==> src/rtl/muldiv_sched_if.sv <==
// Bundle of the EX-stage request port, the mul/div controller handshakes and
// the architectural HI/LO view seen by muldiv_sched.
interface muldiv_sched_if;
  logic        req_valid;
  logic [2:0]  req_op;
  logic [31:0] a;
  logic [31:0] b;
  logic        flush;

  logic        mul_begin;
  logic        mul_sign;
  logic [31:0] mul_a;
  logic [31:0] mul_b;
  logic [63:0] mul_res;
  logic        mul_done;

  logic        div_begin;
  logic        div_sign;
  logic        div_dividend_sign;
  logic [31:0] div_dividend;
  logic [31:0] div_divisor;
  logic [31:0] div_quotient;
  logic [31:0] div_remainder;
  logic        div_done;

  logic        stall;
  logic [31:0] hi;
  logic [31:0] lo;
  logic        timeout;

  // master: pipeline plus controllers driving the scheduler
  modport master (
    output req_valid, req_op, a, b, flush, mul_res, mul_done,
           div_quotient, div_remainder, div_done,
    input  mul_begin, mul_sign, mul_a, mul_b, div_begin, div_sign,
           div_dividend_sign, div_dividend, div_divisor, stall, hi, lo, timeout
  );

  modport slave (
    input  req_valid, req_op, a, b, flush, mul_res, mul_done,
           div_quotient, div_remainder, div_done,
    output mul_begin, mul_sign, mul_a, mul_b, div_begin, div_sign,
           div_dividend_sign, div_dividend, div_divisor, stall, hi, lo, timeout
  );
endinterface

==> src/rtl/muldiv_sched.sv <==
// HI/LO scheduler: launches MULT/DIV-class ops into external controllers,
// stalls EX while they run, owns HI/LO, and abandons ops on flush or watchdog.
module muldiv_sched #(
  parameter int MAX_WAIT = 40
) (
  input logic           clk,
  input logic           rst,
  muldiv_sched_if.slave bus
);
  typedef enum logic [1:0] {IDLE, MUL_WAIT, DIV_WAIT} state_t;

  localparam int            CW        = $clog2(MAX_WAIT + 1);
  localparam logic [CW-1:0] LAST_WAIT = CW'(MAX_WAIT - 1);

  state_t        state, state_next;
  logic [CW-1:0] wait_cnt;
  logic [31:0]   hi_q, lo_q, mul_a_q, mul_b_q, div_dividend_q, div_divisor_q;
  logic          mul_sign_q, div_sign_q, div_dividend_sign_q, timeout_q;
  logic          op_signed, start_mul, start_div, mul_hit, div_hit, expire;
  logic          stall_c;

  function automatic logic [31:0] mag(input logic [31:0] v);
    return v[31] ? (~v + 32'd1) : v;
  endfunction

  // Even opcodes (MULT, DIV) are the signed variants.
  assign op_signed = ~bus.req_op[0];
  assign start_mul = (state == IDLE) && bus.req_valid && !bus.flush &&
                     (bus.req_op == 3'd0 || bus.req_op == 3'd1);
  assign start_div = (state == IDLE) && bus.req_valid && !bus.flush &&
                     (bus.req_op == 3'd2 || bus.req_op == 3'd3) && (bus.b != 32'd0);
  assign mul_hit   = (state == MUL_WAIT) && bus.mul_done;
  assign div_hit   = (state == DIV_WAIT) && bus.div_done;
  assign expire    = (state != IDLE) && (wait_cnt == LAST_WAIT);

  always_comb begin
    // NOTE: every output of this block gets a default first, so no path infers a latch.
    state_next = state;
    stall_c    = 1'b0;
    unique case (state)
      IDLE: begin
        stall_c = start_mul || start_div;
        if (start_mul)      state_next = MUL_WAIT;
        else if (start_div) state_next = DIV_WAIT;
      end
      MUL_WAIT: begin
        stall_c = !bus.flush && !bus.mul_done;
        if (bus.flush || bus.mul_done || expire) state_next = IDLE;
      end
      DIV_WAIT: begin
        stall_c = !bus.flush && !bus.div_done;
        if (bus.flush || bus.div_done || expire) state_next = IDLE;
      end
      default: state_next = IDLE;
    endcase
    if (rst) stall_c = 1'b0;
  end

  always_ff @(posedge clk) begin
    // NOTE: non-blocking assignments keep every register sampling pre-edge values.
    if (rst) begin
      state               <= IDLE;
      wait_cnt            <= '0;
      hi_q                <= '0;
      lo_q                <= '0;
      mul_sign_q          <= 1'b0;
      mul_a_q             <= '0;
      mul_b_q             <= '0;
      div_sign_q          <= 1'b0;
      div_dividend_sign_q <= 1'b0;
      div_dividend_q      <= '0;
      div_divisor_q       <= '0;
      timeout_q           <= 1'b0;
    end else begin
      state     <= state_next;
      wait_cnt  <= (state == IDLE) ? '0 : wait_cnt + 1'b1;
      timeout_q <= expire && !bus.flush && !mul_hit && !div_hit;

      if (start_mul) begin
        mul_sign_q <= op_signed & (bus.a[31] ^ bus.b[31]);
        mul_a_q    <= op_signed ? mag(bus.a) : bus.a;
        mul_b_q    <= op_signed ? mag(bus.b) : bus.b;
      end else if (start_div) begin
        div_sign_q          <= op_signed & (bus.a[31] ^ bus.b[31]);
        div_dividend_sign_q <= op_signed & bus.a[31];
        div_dividend_q      <= op_signed ? mag(bus.a) : bus.a;
        div_divisor_q       <= op_signed ? mag(bus.b) : bus.b;
      end else if (state_next == IDLE) begin
        mul_sign_q          <= 1'b0;
        mul_a_q             <= '0;
        mul_b_q             <= '0;
        div_sign_q          <= 1'b0;
        div_dividend_sign_q <= 1'b0;
        div_dividend_q      <= '0;
        div_divisor_q       <= '0;
      end

      // A flush discards any completing result and any MTHI/MTLO in flight.
      if (!bus.flush) begin
        if (mul_hit) begin
          hi_q <= bus.mul_res[63:32];
          lo_q <= bus.mul_res[31:0];
        end else if (div_hit) begin
          hi_q <= bus.div_remainder;
          lo_q <= bus.div_quotient;
        end else if (state == IDLE && bus.req_valid && bus.req_op == 3'd4) begin
          hi_q <= bus.a;
        end else if (state == IDLE && bus.req_valid && bus.req_op == 3'd5) begin
          lo_q <= bus.a;
        end
      end
    end
  end

  assign bus.mul_begin         = (state == MUL_WAIT);
  assign bus.div_begin         = (state == DIV_WAIT);
  assign bus.mul_sign          = mul_sign_q;
  assign bus.mul_a             = mul_a_q;
  assign bus.mul_b             = mul_b_q;
  assign bus.div_sign          = div_sign_q;
  assign bus.div_dividend_sign = div_dividend_sign_q;
  assign bus.div_dividend      = div_dividend_q;
  assign bus.div_divisor       = div_divisor_q;
  assign bus.stall             = stall_c;
  assign bus.hi                = hi_q;
  assign bus.lo                = lo_q;
  assign bus.timeout           = timeout_q;
endmodule

==> src/flat_wrapper.sv <==
// flat-port wrapper written by rule: the top's interface ports become plain ports
module muldiv_sched_flat 
#(
  parameter int MAX_WAIT = 40
)
  (clk, rst, bus_req_valid, bus_req_op, bus_a, bus_b, bus_flush, bus_mul_res, bus_mul_done, bus_div_quotient, bus_div_remainder, bus_div_done, bus_mul_begin, bus_mul_sign, bus_mul_a, bus_mul_b, bus_div_begin, bus_div_sign, bus_div_dividend_sign, bus_div_dividend, bus_div_divisor, bus_stall, bus_hi, bus_lo, bus_timeout);
  muldiv_sched_if bus_i ();
  input logic clk;
  input logic rst;
  input wire logic [$bits(bus_i.req_valid)-1:0] bus_req_valid;
  input wire logic [$bits(bus_i.req_op)-1:0] bus_req_op;
  input wire logic [$bits(bus_i.a)-1:0] bus_a;
  input wire logic [$bits(bus_i.b)-1:0] bus_b;
  input wire logic [$bits(bus_i.flush)-1:0] bus_flush;
  input wire logic [$bits(bus_i.mul_res)-1:0] bus_mul_res;
  input wire logic [$bits(bus_i.mul_done)-1:0] bus_mul_done;
  input wire logic [$bits(bus_i.div_quotient)-1:0] bus_div_quotient;
  input wire logic [$bits(bus_i.div_remainder)-1:0] bus_div_remainder;
  input wire logic [$bits(bus_i.div_done)-1:0] bus_div_done;
  output wire logic [$bits(bus_i.mul_begin)-1:0] bus_mul_begin;
  output wire logic [$bits(bus_i.mul_sign)-1:0] bus_mul_sign;
  output wire logic [$bits(bus_i.mul_a)-1:0] bus_mul_a;
  output wire logic [$bits(bus_i.mul_b)-1:0] bus_mul_b;
  output wire logic [$bits(bus_i.div_begin)-1:0] bus_div_begin;
  output wire logic [$bits(bus_i.div_sign)-1:0] bus_div_sign;
  output wire logic [$bits(bus_i.div_dividend_sign)-1:0] bus_div_dividend_sign;
  output wire logic [$bits(bus_i.div_dividend)-1:0] bus_div_dividend;
  output wire logic [$bits(bus_i.div_divisor)-1:0] bus_div_divisor;
  output wire logic [$bits(bus_i.stall)-1:0] bus_stall;
  output wire logic [$bits(bus_i.hi)-1:0] bus_hi;
  output wire logic [$bits(bus_i.lo)-1:0] bus_lo;
  output wire logic [$bits(bus_i.timeout)-1:0] bus_timeout;
  assign bus_i.req_valid = bus_req_valid;
  assign bus_i.req_op = bus_req_op;
  assign bus_i.a = bus_a;
  assign bus_i.b = bus_b;
  assign bus_i.flush = bus_flush;
  assign bus_i.mul_res = bus_mul_res;
  assign bus_i.mul_done = bus_mul_done;
  assign bus_i.div_quotient = bus_div_quotient;
  assign bus_i.div_remainder = bus_div_remainder;
  assign bus_i.div_done = bus_div_done;
  assign bus_mul_begin = bus_i.mul_begin;
  assign bus_mul_sign = bus_i.mul_sign;
  assign bus_mul_a = bus_i.mul_a;
  assign bus_mul_b = bus_i.mul_b;
  assign bus_div_begin = bus_i.div_begin;
  assign bus_div_sign = bus_i.div_sign;
  assign bus_div_dividend_sign = bus_i.div_dividend_sign;
  assign bus_div_dividend = bus_i.div_dividend;
  assign bus_div_divisor = bus_i.div_divisor;
  assign bus_stall = bus_i.stall;
  assign bus_hi = bus_i.hi;
  assign bus_lo = bus_i.lo;
  assign bus_timeout = bus_i.timeout;
  muldiv_sched #(.MAX_WAIT(MAX_WAIT)) u_core (.clk(clk), .rst(rst), .bus(bus_i));
endmodule
==> config.mk <==
export PLATFORM = sky130hd
export DESIGN_NAME = muldiv_sched_flat
export DESIGN_NICKNAME = d
export VERILOG_FILES = /design/src/rtl/muldiv_sched_if.sv /design/src/rtl/muldiv_sched.sv /design/src/flat_wrapper.sv
export SDC_FILE = /design/constraint.sdc
export NUM_CORES = 1
export LEC_CHECK = 0
export ABC_AREA = 1
export CORE_ASPECT_RATIO = 0.6
export CORE_UTILIZATION = 44
export DETAILED_ROUTE_END_ITERATION = 8
export PLACE_DENSITY = 0.81
export SETUP_SLACK_MARGIN = 0.4
export SYNTH_ARGS = -nofsm -noshare
export SYNTH_HDL_FRONTEND = slang
export SYNTH_SLANG_ARGS = --single-unit
==> constraint.sdc <==
create_clock -name clk -period 2.28 [get_ports clk]
set_input_delay 0.228 -clock clk [delete_from_list [all_inputs] [get_ports clk]]
set_output_delay 0.228 -clock clk [all_outputs]
set_load 0.05 [all_outputs]
==> reports/metrics.cfg <==
[clock_tree]
clk_path_buf_depth=3
numCtsBuffers=21
h-tree-depth=1
root_buffer=clkbuf_16
clk_pin_slew_worst_paths_ns=0.07
clkLatencyLatePin_ns=0.51
hold_buffers=0
cts_tree=built
cts.sinks=204

[synthesis]
synth_edf_count=0
ys_types=36
synth-seq-cells=204
synth_ff_type=dfxtp_1
yosys_warnings=0
async_flop_share_pct=0
synth_cells=1543
syn-num-nets=1751
ys_seq_area_share_pct=39.7
synth.avg_cell_area_um2=6.66
syn-cell-area_mm2=0.0103

[timing]
rsz0062_at_grt=true
tightestPinTransition_ns=0.970
slew_headroom_pct=35.3
min_period_ns=2.41
timing.final.ws_setup_ns=-0.135
max_freq_mhz=414
drv_slew=0
finalSetupViolations=76
setup-tns-final_ns=-3.45
fin_crit_sh_pct=106
finalHoldViolCount=0
finClkSkew_ns=0.0208

[cells_and_area]
final_cell_mix=nand2_1 (397), clkdlybuf4s50_1 (343), dfxtp_1 (202)
synthToLayoutAreaGrowth_pct=75.9
fillCellCount=1470
final_common_cell=nand2_1
seqCellArea_mm2=0.00409
drive_gt1_share_pct=20.5
final_core_util_pct=80.4
layout.nets=2258
num_antenna_cells=0
multiInputGateArea_mm2=0.00626

[setup_path]
cp.required_ns=2.68
endpoint_kind=register
startpoint_type=register
critPathMaxFanout=6
worstSetupPathType=register to register
reg2reg_depth=17
reg2reg_from=u_core.state[1]$_SDFF_PP0_
cp-startpoint=u_core.state[1]$_SDFF_PP0_
arrival_ns=2.81

[floorplan]
die_h_um=120
die_w_um=199
pin_count=400
core_mm2=0.0225
dieArea_mm2=0.0240
start_util_pct=45.7
row_count=42

[global_route]
grt_first_pass_wirelength_um=65400
overflow=0
grt_pass1_vias=11963
antenna_found_initial=0
grt_max_degree=136
grtUsageTotal_pct=34.9

[worst_hold_path]
hold_path.class=primary input to register
min_path_cells=4
hold_start=bus_div_done

[run_status]
failed_checks=negative setup slack
status=complete, but fails checks

[power_and_ir_drop]
p_leak_nw=8.34
p_per_area_mw_per_mm2=547
total_power_w=0.00989
irDropWorstVdd_v=0.000507

[drt]
wire_per_inst_um=21.6
num_vias=13842
drt_iter0_drc=1908
drt_wl_total_um=51200
drc=0
ant_nets=0
firstDrtPassIters=9
vias_per_cell=5.84

[place]
port_buffers=399
place_congestion=0.959
dp_hpwl_um=29700

[run]
cap_violations=0

## repair_timing
item | CTS | global route
setup buffers | 15 | 23
endpoints found under the setup margin | 263 | 390
pin swaps | 11 | 26
gates resized for setup | 58 | 295
cloned | 8 | 20
## metal layers
layer	part of all wire, %	GRT usage [%]	vias to the layer above
met1	38	47.3	6359
li1	-	-	6125
met5	0	0	-
met2	43	54.1	1164
met4	4.4	12.6	0
met3	15	7.84	194
## Yosys cell counts (all sizes together) (3+ instances only)
master | count | share of area (%)
dfxtp | 204 | 40
inv | 85 | 3.1
a21o | 3 | 0.22
a21oi | 139 | 6.8
a31oi | 65 | 4.0
xor2 | 28 | 2.4
buf | 23 | 1.6
nand3b | 3 | 0.22
clkbuf | 83 | 3.0
o21ai | 84 | 4.1
nor2 | 73 | 2.8
nor4 | 4 | 0.24
or2 | 8 | 0.49
ha | 7 | 0.85
nand2 | 491 | 18
nand3 | 200 | 9.7
xnor2 | 13 | 1.1
nor3 | 14 | 0.68
nand4 | 9 | 0.55
## worst max-delay path, stage by stage, from the launching register on
cell     delay, ns
dfxtp_2       0.34
inv_4         0.07
ha_4          0.15
nand3_4       0.08
buf_4         0.16
nor3_4        0.27
inv_4         0.08
nand2_1       0.07
nand2_1       0.06
nand2_1       0.07
nand2_2       0.08
nand2_4       0.10
nand2_4       0.08
nand2_8       0.13
buf_12        0.13
buf_16        0.13
nand2_2       0.06
a21oi_1       0.22
## path summary, 6_finish.rpt
path / end / slack (ns)
setup / recovery: u_core.bus.div_dividend[1]$_SDFFE_PP0P_ / -0.13
hold / removal: u_core.bus.timeout$_SDFF_PP0_ / 0.16
setup reg to reg: u_core.bus.div_dividend[1]$_SDFFE_PP0P_ / -0.13
hold reg to reg: u_core.bus.mul_b[31]$_SDFFE_PP0P_ / 0.46
## power breakdown
| part | internal, W | switching [W] | leakage, nW |
|---|---|---|---|
| combinational | 0.00112 | 0.00142 | 6.35 |
| clock | 0.00215 | 0.00149 | 0.346 |
| sequential | 0.00365 | 0.0000624 | 1.65 |
## per-stage QoR
stage               worst slack [ns]  instance area [um^2]  hold WS (ns)  cells
floorplan                      0.367                 10400         0.306   1543
global route                  -0.287                 18100         0.173   2369
global placement              -0.311                 15300         0.429   2269
finish                        -0.135                 18100         0.159   2369
detailed placement            -0.340                 15300         0.440   2269
CTS                           0.0553                 16600        0.0724   2326
## area by class of cell
class / count / area share, %
clock buffers: 26 / 3.24
clock inverters: 8 / 0.650
inverters: 86 / 1.85
multi-input cells: 1147 / 34.6
flip-flops and latches: 204 / 22.6
well taps: 308 / 2.13
repair buffers: 590 / 34.9
## registers in the layout (all words and copies together), names as in the netlist
signal                        flops
u_core.bus.hi                    32
u_core.bus.mul_a                 32
u_core.bus.mul_sign               1
u_core.bus.timeout                1
u_core.bus.div_dividend_sign      1
u_core.bus.div_sign               1
u_core.bus.div_divisor           32
u_core.bus.mul_b                 32
u_core.bus.div_dividend          32
u_core.wait_cnt                   6
u_core.bus.lo                    32
u_core.state                      2
## cell families after synthesis
kind of cell	after synthesis	share of synthesized area, %
simple gates	804	32.8
buf+inv	192	7.81
flops	204	39.7
fa+ha+maj	7	0.852
compound gates	295	15.3
xor+xnor	41	3.49
Power figures use the tool's default switching activity.
